### src/rtl/hc_sr04_echo_emu.sv
// rtl/hc_sr04_echo_emu.sv - HC-SR04 sensor emulator: trigger watcher, echo pulse generator, register block
`timescale 1ns/1ps
module hc_sr04_echo_emu #(
  parameter int CLK_FREQ    = 25000000,
  parameter int MIN_TRIG_US = 10,
  parameter int BURST_US    = 200,
  parameter int TIMEOUT_US  = 38000,
  parameter int HOLDOFF_US  = 60
) (
  input  logic        clk,
  input  logic        resetn,
  input  logic [31:0] d_in,
  input  logic        cs,
  input  logic [31:0] addr,
  input  logic        rd,
  input  logic        wr,
  output logic [31:0] d_out,
  input  logic        trigger,
  output logic        echo
);
  localparam int DIV = CLK_FREQ / 1000000;
  localparam int PW  = (DIV > 1) ? $clog2(DIV) : 1;

  typedef enum logic [2:0] {S_IDLE, S_TRIG, S_BURST, S_ECHO, S_HOLDOFF} state_t;

  state_t      state, state_next;
  logic [PW-1:0] pre_cnt;
  logic        tick;
  logic        trig_s1, trig_s2, trig_d;
  logic        rise, fall;
  logic [15:0] cnt, cnt_next;
  logic [15:0] echo_us, snap, last_trig, valid_cnt;
  logic [7:0]  short_cnt;
  logic        enable, echo_next;
  logic        latch_w, inc_short, inc_valid, take_snap;
  logic        reg_wr, reg_rd, ctrl_clr;
  logic [31:0] rd_data;
  logic        unused_bits;

  assign unused_bits = ^{addr[31:4], addr[1:0], d_in[31:16]};
  assign tick     = (pre_cnt == PW'(DIV - 1));
  assign rise     = trig_s2 & ~trig_d;
  assign fall     = ~trig_s2 & trig_d;
  assign reg_wr   = cs & wr;
  assign reg_rd   = cs & rd;
  assign ctrl_clr = reg_wr && (addr[3:2] == 2'd1) && !d_in[0];

  always_comb begin
    state_next = state;
    echo_next  = echo;
    cnt_next   = cnt;
    latch_w    = 1'b0;
    inc_short  = 1'b0;
    inc_valid  = 1'b0;
    take_snap  = 1'b0;
    case (state)
      S_IDLE: begin
        cnt_next = '0;
        if (rise && enable) state_next = S_TRIG;
      end
      S_TRIG: begin
        if (fall) begin
          latch_w  = 1'b1;
          cnt_next = '0;
          if (cnt < 16'(MIN_TRIG_US)) begin
            inc_short  = 1'b1;
            state_next = S_IDLE;
          end else begin
            inc_valid  = 1'b1;
            take_snap  = 1'b1;
            state_next = S_BURST;
          end
        end else if (tick && cnt != 16'hFFFF) begin
          cnt_next = cnt + 16'd1;
        end
      end
      S_BURST: if (tick) begin
        if (cnt == 16'(BURST_US - 1)) begin
          cnt_next   = '0;
          echo_next  = 1'b1;
          state_next = S_ECHO;
        end else cnt_next = cnt + 16'd1;
      end
      S_ECHO: if (tick) begin
        if (cnt == snap - 16'd1) begin
          cnt_next   = '0;
          echo_next  = 1'b0;
          state_next = S_HOLDOFF;
        end else cnt_next = cnt + 16'd1;
      end
      S_HOLDOFF: if (tick) begin
        if (cnt == 16'(HOLDOFF_US - 1)) begin
          cnt_next   = '0;
          state_next = S_IDLE;
        end else cnt_next = cnt + 16'd1;
      end
      default: state_next = S_IDLE;
    endcase
    // Disabling aborts any job in flight, including one being written off this cycle
    if (!enable || ctrl_clr) begin
      state_next = S_IDLE;
      echo_next  = 1'b0;
      cnt_next   = '0;
      latch_w    = 1'b0;
      inc_short  = 1'b0;
      inc_valid  = 1'b0;
      take_snap  = 1'b0;
    end
  end

  always_comb begin
    rd_data = '0;
    case (addr[3:2])
      2'd0: rd_data = {16'd0, echo_us};
      2'd1: rd_data = {31'd0, enable};
      2'd2: rd_data = {valid_cnt, short_cnt, 6'd0, echo, state != S_IDLE};
      default: rd_data = {16'd0, last_trig};
    endcase
  end

  always_ff @(posedge clk or negedge resetn) begin
    if (!resetn) begin
      state     <= S_IDLE;
      echo      <= 1'b0;
      cnt       <= '0;
      pre_cnt   <= '0;
      trig_s1   <= 1'b0;
      trig_s2   <= 1'b0;
      trig_d    <= 1'b0;
      echo_us   <= '0;
      enable    <= 1'b0;
      snap      <= '0;
      last_trig <= '0;
      short_cnt <= '0;
      valid_cnt <= '0;
      d_out     <= '0;
    end else begin
      state   <= state_next;
      echo    <= echo_next;
      cnt     <= cnt_next;
      pre_cnt <= tick ? '0 : pre_cnt + PW'(1);
      trig_s1 <= trigger;
      trig_s2 <= trig_s1;
      trig_d  <= trig_s2;
      if (latch_w) last_trig <= cnt;
      if (inc_short && short_cnt != 8'hFF) short_cnt <= short_cnt + 8'd1;
      if (inc_valid) valid_cnt <= valid_cnt + 16'd1;
      if (take_snap) snap <= (echo_us == 16'd0) ? 16'(TIMEOUT_US) : echo_us;
      if (reg_wr) begin
        case (addr[3:2])
          2'd0: echo_us <= d_in[15:0];
          2'd1: enable  <= d_in[0];
          default: ;
        endcase
      end
      if (reg_rd) d_out <= rd_data;
    end
  end
endmodule

### config.mk
export PLATFORM = sky130hd
export DESIGN_NAME = hc_sr04_echo_emu
export DESIGN_NICKNAME = d
export VERILOG_FILES = /design/src/rtl/hc_sr04_echo_emu.sv
export SDC_FILE = /design/constraint.sdc
export NUM_CORES = 1
export LEC_CHECK = 0
export BUFFER_PORTS_ARGS = -buffer_cell sky130_fd_sc_hd__buf_2
export CORE_ASPECT_RATIO = 1.5
export CORE_UTILIZATION = 34
export DETAILED_ROUTE_END_ITERATION = 8
export PLACE_DENSITY = 0.6
export SLEW_MARGIN = 5
export SYNTH_ARGS = -nofsm -noshare
export SYNTH_HDL_FRONTEND = slang
export SYNTH_SLANG_ARGS = --single-unit
### constraint.sdc
create_clock -name clk -period 6.3 [get_ports clk]
set_input_delay 0.63 -clock clk [delete_from_list [all_inputs] [get_ports clk]]
set_output_delay 0.63 -clock clk [all_outputs]
set_load 0.05 [all_outputs]
==> impl_metrics.tcl <==
set metrics [dict create \
    status "finished clean" \
    synth-edff-count 0 \
    cpMaxStageDelayCell "o31ai_4" \
    clock-root-buffer "clkbuf_16" \
    dr.first_iter.drc_count 341 \
    synth_nets 706 \
    min_period_ns 3.527 \
    fmax_mhz 283.5 \
    rows 62 \
    cts_hold_buf 0 \
    die_w_um 116.3 \
    clk_latency_ns 0.42 \
    yosysWarnings 0 \
    power.density_mw_per_mm2 272.5 \
    finClkSkew_ns 0.01270 \
    slew-limit-headroom 0.2089 \
    layout_common_cells "dfrtp_1, nand2_1, buf_2" \
    cts_made_buffers 17 \
    gp_congestion 0.8758 \
    synthCells 630 \
    grt_usage 0.1729 \
    setup_tns_ns 0 \
    synth_compound_area_frac 0.1436 \
    arrival_ns 3.82 \
    final_common_cell "dfrtp_1" \
    cpPeakStageDelay_ns 0.73 \
    cts_buffer_depth 2 \
    antenna_found_initial 0 \
    min_path_type "input pin to asynchronous set/reset pin" \
    finalHoldViolCount 0 \
    place_inst 907 \
    grt_max_degree 80 \
    via_per_inst 5.315 \
    start_util 0.3475 \
    worst_pin_slew_ns 1.182 \
    cts_resized 0 \
    synthDistinctLibCells 66 \
    stdcell_count 939 \
    cap_violations 0 \
    cts_sinks 133 \
    die_h_um 173.4 \
    yosys.area_share.adder 0.01128 \
    path_clk_slew_ns 0.06 \
    synthArstFlopShare 1.000 \
    ios 103 \
    ant_nets 0 \
    synth-simple-area-share 0.1710 \
    ys_ff_latch 133 \
    synth_top_family_by_area "simple AND/OR/NAND/NOR gates" \
    wl_um 16390 \
    rsz0062_at_grt "false" \
    drc 0 \
    design.final.nets 746 \
    synthMuxAreaShare 0.07762 \
    post-cts-setup-buffer-count 0 \
    critPathKind "register to register" \
    r2r_setup_slack_ns 2.77 \
    grt_pass1_wl_um 26300 \
    globalRouteOverflowTotal 0 \
    first_pass_iters 5 \
    synth_ff_type "dfrtp_1" \
    crit_start "snap[0]" \
    die_area_mm2 0.02016 \
    grt_pass1_vias 4882 \
    cp_top_family "compound AO/OA/AOI/OAI gates" \
    min_period_over_period 0.5599 \
    seq_area_frac_synth 0.4999 \
    dp_hpwl_um 11760 \
    endpoint_kind "register" \
    critPathLaunchType "register" \
    syn_avg_cell_area_um2 10.57 \
    drt-wirelength-per-cell_um 17.45 \
    cellLeakagePower_nw 3.516 \
    crit_chain "inv_1, ha_1, nor3b_2, nand2_1, nor4_1, o32ai_2, o31ai_4, a21oi_4, a311o_1" \
    ir_drop_uv 185.7 \
    reg2reg_from "snap[0]" \
    port_buffers 56 \
    cp_max_fo 16 \
    synth_xor_area_frac 0.05788 \
    setup_viol_count_final 0 \
    crit_buf_inv 1 \
    vias 4991 \
    required_ns 6.60 \
    coreArea_mm2 0.01916 \
    final_layout_size_suffix_gt1_frac 0.2255 \
    num-fill-cells 1878 \
    syn2layout_area_growth_pct 15.26 \
    cts_tree "built" \
    finalMaxSlewViolations 0 \
    antenna_cells 0 \
    cts-htree-levels 4 \
    synthesis.area_mm2 0.006658 \
]
final timing paths:
| path | end | cells past startpoint |
|---|---|---|
| worst min register to register | trig_s2 | 0 |
| worst min-delay path | valid_cnt[7] | 1 |
| worst max register to register | cnt[12] | 9 |
| min in group clk | trig_s1 | 1 |
| max in group asynchronous | snap[15] | 2 |
| worst max-delay path | cnt[12] | 9 |
cell type report:
cell class	count	area, µm²	share of cell area
repair buffers	62	331.6	0.04321
flip-flops and latches	133	3328	0.4337
clock buffers	19	442.9	0.05772
well taps	256	320.3	0.04174
clock inverters	13	101.3	0.01321
inverters	17	63.81	0.008316
multi-input cells	439	3085	0.4021
per-layer routing:
metal  up-vias  share of wire  global-route usage  routed length [µm]
met5         -              0                   0                   0
met4         0          0.042             0.09402                 696
met3        42          0.036             0.03147                 583
met2       118           0.52              0.2954                8491
met1      2458           0.40              0.2004                6615
li1       2373              -                   -                   -
power breakdown:
part | switching, mW | total, mW | leakage (nW) | internal (mW)
combinational | 0.140 | 0.212 | 1.47 | 0.0722
sequential | 0.0658 | 0.968 | 1.78 | 0.902
clock | 0.392 | 0.911 | 0.262 | 0.519
sequential cells by signal, indices dropped and copies added (netlist names), 3 cells and up:
| name | count |
|---|---|
| short_cnt | 8 |
| d_out | 32 |
| echo_us | 16 |
| valid_cnt | 16 |
| cnt | 16 |
| snap | 16 |
| last_trig | 16 |
| pre_cnt | 5 |
| state | 3 |
cell usage after synthesis, types with 17 or more instances:
master / instances / area share
nand2_1: 58 / 0.033
dfrtp_1: 133 / 0.50
a22o_1: 18 / 0.024
clkbuf_1: 20 / 0.011
o21ai_0: 32 / 0.024
nand3_1: 23 / 0.017
a22oi_1: 23 / 0.026
xnor2_1: 26 / 0.034
nor2_1: 43 / 0.024
inv_1: 17 / 0.0096
mux2_2: 43 / 0.073
xor2_1: 18 / 0.024
cells by family (layout without fill, tap and decap cells):
logic type / count (synthesis) / count (layout)
adder cells (fa/ha/maj): 6 / 6
flip-flops: 133 / 133
multiplexers: 45 / 45
AO/OA/AOI/OAI: 130 / 130
AND/OR/NAND/NOR: 214 / 214
buffers and inverters: 58 / 111
XOR/XNOR: 44 / 44
through the flow:
stage / power (mW) / hold WS, ns / setup WS [ns] / util / cell area [µm²]
6_report: 2.091 / 0.1587 / 2.773 / 0.4005 / 7674
5_1_grt: 2.176 / 0.1931 / 2.570 / 0.4005 / 7674
4_1_cts: 2.123 / 0.1809 / 2.810 / 0.4005 / 7674
3_5_place_dp: 1.200 / 0.3371 / 2.838 / 0.3721 / 7129
3_3_place_gp: 1.197 / 0.3333 / 2.844 / 0.3721 / 7129
2_1_floorplan: 1.104 / 0.3312 / 3.607 / - / 6658
(Power assumes the default switching activity.)
